==> src/rtl/mult_pkg.sv <==
// mult_pkg: shared payload type and sizing helpers for the stalling pipelined multiplier
package mult_pkg;

    localparam int MAX_BW    = 32;
    localparam int MAX_TAG_W = 4;

    typedef struct packed {
        logic [2*MAX_BW-1:0] acc;
        logic [MAX_BW-1:0]   a;
        logic [MAX_BW-1:0]   b;
        logic                sgn;
        logic [MAX_TAG_W-1:0] tag;
    } mult_payload_t;

    function automatic int occ_width(input int stages);
        return $clog2(stages + 1);
    endfunction

endpackage

==> src/rtl/mult_pp_stage.sv <==
// mult_pp_stage: combinational accumulate of one multiplier slice into the running product
module mult_pp_stage
    import mult_pkg::*;
#(
    parameter int BW          = 32,
    parameter int NUM_PP      = 4,
    parameter int SHFT_OFFSET = 0
) (
    input  mult_payload_t d,
    output mult_payload_t q
);

    localparam int AW   = 2 * MAX_BW;
    localparam bit LAST = (SHFT_OFFSET + NUM_PP == BW);

    logic [AW-1:0] a_ext;
    logic [AW-1:0] pp;
    logic [AW-1:0] corr;

    // Add this slice's partial product; the slice holding the multiplier's sign bit removes twice its weight
    always_comb begin
        a_ext  = {{MAX_BW{d.sgn & d.a[MAX_BW-1]}}, d.a};
        pp     = a_ext * AW'(d.b[NUM_PP-1:0]);
        corr   = (LAST && d.sgn && d.b[NUM_PP-1]) ? a_ext << BW : '0;
        q      = d;
        q.acc  = d.acc + (pp << SHFT_OFFSET) - corr;
        q.b    = d.b >> NUM_PP;
    end

endmodule

==> src/rtl/mult_pipe_stall.sv <==
// mult_pipe_stall: pipelined signed/unsigned multiplier with per-stage stall and bubble collapse
module mult_pipe_stall
    import mult_pkg::*;
#(
    parameter int BW     = 32,
    parameter int STAGES = 8,
    parameter int TAG_W  = 4
) (
    input  logic                          clk,
    input  logic                          rst_n,
    input  logic                          in_valid,
    output logic                          in_ready,
    input  logic [BW-1:0]                 in_a,
    input  logic [BW-1:0]                 in_b,
    input  logic                          in_signed,
    input  logic [TAG_W-1:0]              in_tag,
    output logic                          out_valid,
    input  logic                          out_ready,
    output logic [2*BW-1:0]               out_prod,
    output logic [TAG_W-1:0]              out_tag,
    output logic [occ_width(STAGES)-1:0]  occupancy
);

    localparam int NUM_PP = BW / STAGES;
    localparam int OW     = occ_width(STAGES);

    if (STAGES < 1 || STAGES > BW || BW % STAGES != 0 || BW > MAX_BW || TAG_W > MAX_TAG_W) begin : g_bad_params
        $error("mult_pipe_stall: illegal BW/STAGES/TAG_W combination");
    end

    mult_payload_t     in_pl;
    mult_payload_t     src_pl  [STAGES];
    mult_payload_t     stage_d [STAGES];
    mult_payload_t     stage_q [STAGES];
    logic [STAGES-1:0] vld;
    logic [STAGES-1:0] adv;
    logic [STAGES-1:0] src_vld;
    logic              in_xfer;
    logic              out_xfer;

    // Operands enter extended to payload width according to their own mode
    always_comb begin
        in_pl     = '0;
        in_pl.a   = in_signed ? MAX_BW'($signed(in_a)) : MAX_BW'(in_a);
        in_pl.b   = MAX_BW'(in_b);
        in_pl.sgn = in_signed;
        in_pl.tag = MAX_TAG_W'(in_tag);
    end

    // Each stage is fed by the input port or by the register of the stage before it
    always_comb begin
        src_pl[0]  = in_pl;
        src_vld[0] = in_valid;
        for (int k = 1; k < STAGES; k++) begin
            src_pl[k]  = stage_q[k-1];
            src_vld[k] = vld[k-1];
        end
    end

    for (genvar k = 0; k < STAGES; k++) begin : g_stage
        assign adv[k] = out_ready || !(&vld[STAGES-1:k]);
        mult_pp_stage #(
            .BW          (BW),
            .NUM_PP      (NUM_PP),
            .SHFT_OFFSET (k * NUM_PP)
        ) u_pp (
            .d (src_pl[k]),
            .q (stage_d[k])
        );
    end

    assign in_ready  = adv[0];
    assign out_valid = vld[STAGES-1];
    assign out_prod  = stage_q[STAGES-1].acc[2*BW-1:0];
    assign out_tag   = stage_q[STAGES-1].tag[TAG_W-1:0];
    assign in_xfer   = in_valid && in_ready;
    assign out_xfer  = out_valid && out_ready;

    // Advancing stages take their source's valid bit; payload only loads when a real op moves in
    always_ff @(posedge clk or negedge rst_n) begin
        if (!rst_n) begin
            vld <= '0;
            for (int k = 0; k < STAGES; k++) stage_q[k] <= '0;
        end else begin
            for (int k = 0; k < STAGES; k++) begin
                if (adv[k]) begin
                    vld[k] <= src_vld[k];
                    if (src_vld[k]) stage_q[k] <= stage_d[k];
                end
            end
        end
    end

    // Ops in flight: up on acceptance, down on delivery
    always_ff @(posedge clk or negedge rst_n) begin
        if (!rst_n) occupancy <= '0;
        else        occupancy <= occupancy + OW'(in_xfer) - OW'(out_xfer);
    end

endmodule
==> config.mk <==
export PLATFORM = sky130hd
export DESIGN_NAME = mult_pipe_stall
export DESIGN_NICKNAME = d
export VERILOG_FILES = /design/src/rtl/mult_pkg.sv /design/src/rtl/mult_pp_stage.sv /design/src/rtl/mult_pipe_stall.sv
export SDC_FILE = /design/constraint.sdc
export NUM_CORES = 2
export LEC_CHECK = 0
export CORE_UTILIZATION = 64
export DETAILED_ROUTE_END_ITERATION = 10
export PLACE_DENSITY = 0.81
export RECOVER_POWER = 100
export SYNTH_ARGS = -nofsm -noshare
export SYNTH_HDL_FRONTEND = slang
export SYNTH_SLANG_ARGS = --single-unit
==> constraint.sdc <==
create_clock -name clk -period 8.3 [get_ports clk]
set_input_delay 2.075 -clock clk [delete_from_list [all_inputs] [get_ports clk]]
set_output_delay 2.075 -clock clk [all_outputs]
set_load 0.005 [all_outputs]
; ---- After elaboration in Yosys (flattened, before gate mapping)
; Index checks and enable logic that the tools add are counted.
[totals]
mem_count = 0
ram_bits = 0
romBits = 0
out_inout_bits = 74
input_bits = 73
word_cells = 107
latchBits = 0
register_bits = 899
[op_classes]
eq_ne = 0
bitwise_logic = 8
mul = 8
n_lt_le_gt_ge = 0
div = 0
n_reduce_logical = 34
shifts = 0
n_addsub = 10
n_mux = 1
[ops]
columns = cell, n
row1 = $add 64x64->64, 7
row2 = $mul 33x5->38, 7
row3 = $mux 64, 1
row4 = $sub 64x64->64, 1
row5 = $mul 33x5->36, 1
row6 = $reduce_and 2->1, 9
row7 = $and 1x1->1, 8
row8 = $logic_not 1->1, 8
row9 = $logic_or 1x1->1, 8
row10 = $reduce_and 8->1, 1
row11 = $reduce_and 7->1, 1
row12 = $reduce_and 6->1, 1
row13 = $reduce_and 5->1, 1
row14 = $add 4x1->4, 1
row15 = $reduce_and 4->1, 1
row16 = $sub 4x1->4, 1
row17 = $logic_and 1x1->1, 3
row18 = $reduce_and 3->1, 1

; ---- Longest topological paths before layout
[logic_depth]
word_depth = 6
mapped_depth = 36
depth_no_buf = 33

; ---- Hierarchy
; From an unflattened synthesis, not the netlist that was laid out.
[unflattened]
hier_cells = 11524
hier_area_um2 = 107350.5
[modules_own_cells]
columns = module, area_per_inst_um2, seq_area_each_um2, n_inst, cells_each
row1 = mult_pipe_stall, 37483.4, 25299.3, 1, 2165
row2 = mult_pp_stage (g_stage[7].u_pp), 9962.1, 0.0, 1, 1358
row3 = mult_pp_stage (g_stage[0].u_pp), 9456.6, 0.0, 1, 1281
row4 = mult_pp_stage (g_stage[1].u_pp), 8929.8, 0.0, 1, 1184
row5 = mult_pp_stage (g_stage[2].u_pp), 8888.5, 0.0, 1, 1207
row6 = mult_pp_stage (g_stage[3].u_pp), 8474.4, 0.0, 1, 1129
row7 = mult_pp_stage (g_stage[4].u_pp), 8375.5, 0.0, 1, 1105
row8 = mult_pp_stage (g_stage[6].u_pp), 7917.6, 0.0, 1, 1044
row9 = mult_pp_stage (g_stage[5].u_pp), 7862.5, 0.0, 1, 1051

; ---- Least setup slack after synthesis
; Ideal clock, no wire load.
[synth_path]
kind = register to register
start = register stage_q, in the netlist src_pl[672]
end = register stage_q, in the netlist src_pl[659]
t_arrival_ps = 7306
slack_ps = 865
setup_ps = 129
synth_period_minus_slack_ps = 7435
path_buffers = 2
t_required_ps = 8171
path_stages_with_launch = 29
cell_sequence = dfrtp_1 > clkbuf_1 > and2_1 > ha_1 > fa_1 > inv_1 > fa_1 > inv_1 > ha_1 > a21o_1 > a21o_1 > o21ai_1 > nand4_1 > a41o_1 > a41o_1 > a41oi_1 > o41ai_1 > xnor2_1 > ha_1 > clkbuf_1 > a21o_1 > a21o_1 > a21o_1 > a21o_1 > a21o_1 > a221o_1 > a21oi_1 > xor2_1 > o21ai_1
[synth_between]
elab_chain_len = 2
[synth_rtl]
columns = item, line
row1 = start: declaration, mult_pipe_stall.sv:34  ; mult_payload_t stage_q [STAGES];
row2 = start signal: indexed assignment, mult_pipe_stall.sv:88  ; if (src_vld[k]) stage_q[k] <= stage_d[k];
row3 = $mul 33x5->38, mult_pp_stage.sv:23  ; pp = a_ext * AW'(d.b[NUM_PP-1:0]);
row4 = $add 64x64->64, mult_pp_stage.sv:26  ; q.acc = d.acc + (pp << SHFT_OFFSET) - corr;
; Every way passes these cells.
; A chain may end at the register's enable or synchronous reset.

; ---- Worst setup path in the final report
[layout_path]
start = register stage_q, in the netlist src_pl[7]
end = register stage_q, in the netlist out_prod[63]
[layout_between]
elab_chain_len = 3
[layout_rtl]
columns = item, line
row1 = $mul 33x5->36, mult_pp_stage.sv:23
row2 = $add 64x64->64, mult_pp_stage.sv:26
row3 = $sub 64x64->64, mult_pp_stage.sv:26
; Every way passes these cells.

==> impl_metrics.tcl <==
set metrics [dict create \
    run_status "finished with violations" \
    violations "capacitance limit, slew limit" \
    syn_area_um2 87700 \
    maxCapViolCount 10 \
    grt_max_degree 166 \
    dpl-instance-area_um2 90800 \
    cts_hold_buf 0 \
    synth_edf_count 0 \
    min_period_ps 7840 \
    report.final.slew_viol_count 754 \
    rows 135 \
    gp_congestion 0.984 \
    cp.buffers_inverters 4 \
    cp-start-kind "register" \
    postSynthCellCount 10300 \
    clkSlewWorstSetupHoldPaths_ps 70 \
    final_antenna_net_count 0 \
    cts_sinks 873 \
    end_kind "register" \
    drt-total-wl_um 220000 \
    fin_setup_tns_ps 0 \
    cts_tree "built" \
    ys_async_sr_fraction_pct 100 \
    die_h_um 372 \
    p_leak_nw 50.1 \
    die_x_um 372 \
    design_area_um2 94000 \
    first_iter_violations 4760 \
    die_area_um2 138000 \
    arrival_ps 8270 \
    worst_slew_pin_slew_ps 5460 \
    ys.flop_type "dfrtp_1" \
    grt_pass1_wl_um 363000 \
    hpwl_um 175000 \
    fin_skew_ps 79.3 \
    netlist_top_cells_area "dfrtp_1 25%, ha_1 13%, fa_1 13%, nand2_1 7.4%, and2_1 5.8%" \
    grt.total_usage_pct 32.5 \
    maxSlewHeadroom_pct -264 \
    crit_type "reg2reg" \
    ir_drop_mv 0.288 \
    hold_viol 0 \
    ys_seq_area_share_pct 24.9 \
    grt_pass1_vias 70900 \
    yosysWarnings 0 \
    finalSetupViolCount 0 \
    start_util_pct 64.6 \
    synth.largest_area_cell "dfrtp_1" \
    cts_htree_levels 3 \
    io_pins 147 \
    cpPeakStageDelay_ps 550 \
    final_nets 11900 \
    antenna_found_initial 1 \
    drive_gt1_share_pct 4.43 \
    cpLargestDelayFamily "adder cells" \
    required_ps 8740 \
    hold_path_class "reg2reg" \
    syn_nets 11900 \
    rsz0062_at_grt "false" \
    cts_buffer_depth 3 \
    ys_ff_latch 873 \
    fp.coreArea_um2 136000 \
    grt-ovfl-total 0 \
    post-cts-setup-buffers 0 \
    synth_top_area_share_pct 24.9 \
    vias_per_cell 5.80 \
    slowest_stage "dfrtp_2" \
    clock_latency_ps 750 \
    fin_crit_sh_pct 94.4 \
    cts-root-buf "clkbuf_16" \
    syn_avg_cell_area_um2 8.51 \
    drt_first_pass_iters 6 \
    syn_to_final_growth_pct 7.19 \
    vias 70400 \
    io_buffers 146 \
    crit_fanout 23 \
    synthDistinctLibCells 89 \
    clock.fmax_mhz 128 \
    drcViolationCount 0 \
    wl_per_cell_um 18.1 \
    cts_made_buffers 94 \
    power.density_nw_per_um2 401 \
]
-- tightest hold or removal path, stage by stage (launching register included) --
cell,delay [ps]
dfrtp_1,350
nand2_1,50
nand2_1,50
-- worst paths after layout --
kind	startpoint	endpoint	slack, ps	cells past startpoint
min in group asynchronous	rst_n	out_prod[43]	3330	1
worst min register to register	src_pl[867]	src_pl[734]	410	2
worst max register to register	src_pl[7]	out_prod[63]	460	30
worst max-delay path	src_pl[7]	out_prod[63]	460	30
max in group asynchronous	rst_n	src_pl[260]	1160	3
worst min-delay path	src_pl[867]	src_pl[734]	410	2
-- report_power, final --
part,total [mW],switching [mW],internal [mW]
clock,4.43,1.89,2.54
combinational,25.1,14.8,10.4
sequential,8.11,2.10,6.01
total,37.7,18.7,18.9
-- final cells by class --
type | count | area [um2]
timing repair buffer | 215 | 2010
inverter | 1339 | 5030
clock inverter | 46 | 664
sequential | 873 | 21800
tap | 1781 | 2230
fill | 10900 | 41700
multi-input combinational | 7754 | 59500
clock buffer | 128 | 2630
antenna | 3 | 7.51
-- timing repair --
action | in CTS | in global routing
endpoints found under the setup margin | 0 | 9
resized for setup | 0 | 5
hold endpoints to repair | 0 | 0
-- cell usage in the layout, fill, tap and decap left out, types with 89 or more instances in the layout --
cell / count
and3_1: 89
mux2_2: 208
nand2_1: 1720
xnor2_1: 338
clkbuf_16: 94
a21oi_1: 531
ha_1: 932
inv_1: 1338
a21o_1: 344
fa_1: 571
o21bai_1: 94
and2_1: 786
xor2_1: 241
dfrtp_1: 870
nor2_1: 284
o21ai_0: 584
nand3_1: 126
-- cell families after synthesis --
family / count (synthesis) / synth area share, %
compound gates: 2064 / 14.7
xor+xnor: 582 / 5.85
fa+ha+maj: 1503 / 26.3
buf+inv: 1670 / 7.16
flops: 873 / 24.9
mux: 211 / 2.71
simple gates: 3394 / 18.3
-- through the flow --
step	cells	hold slack, ps	worst slack, ps	util [%]	power (mW)
6_report	12100	414	465	69.3	37.7
5_1_grt	12100	434	30.8	69.3	41.0
4_1_cts	12100	402	468	69.4	37.7
3_5_place_dp	12000	450	478	67.0	33.0
3_3_place_gp	12000	448	611	67.0	32.4
2_1_floorplan	10300	433	865	-	26.0
-- cells in the mapped netlist (9+ instances only) --
master	count
nand2_1	1722
o21ai_0	545
nand3_1	126
o21bai_1	93
nand2b_1	75
a21o_1	344
nor2_1	284
a2111oi_0	15
xnor2_1	339
xor2_1	241
and3_1	89
mux2_2	209
a41o_1	12
or2_2	11
buf_1	13
a221oi_1	10
and4_1	14
nor3b_1	10
nand4_1	59
and2_1	808
o211ai_1	31
inv_1	1339
a21boi_0	16
ha_1	932
a31oi_1	52
o21ai_1	79
a211oi_1	58
or3_1	22
dfrtp_1	873
fa_1	571
a211o_1	14
nor3_1	75
o21a_1	75
o31ai_1	45
o22ai_1	9
nor2b_1	64
a311oi_1	9
a21oi_1	530
a41oi_1	15
a221o_1	10
clkbuf_1	311
-- registers in the layout (all words and copies together) (netlist names) --
signal and flops:
src_pl 793, occupancy 4, out_prod 64, vld 8, out_tag 4
-- layer usage --
layer  vias to the layer above  part of all wire [%]  global-route usage [%]
li1                      33800                     -                       -
met1                     34400                    43                    41.6
met2                      1697                    48                    55.0
met3                       463                   4.2                    3.28
met4                         0                   5.4                    15.6
met5                         -                     0                       0
No activity file was read; power rests on OpenSTA's default activity.
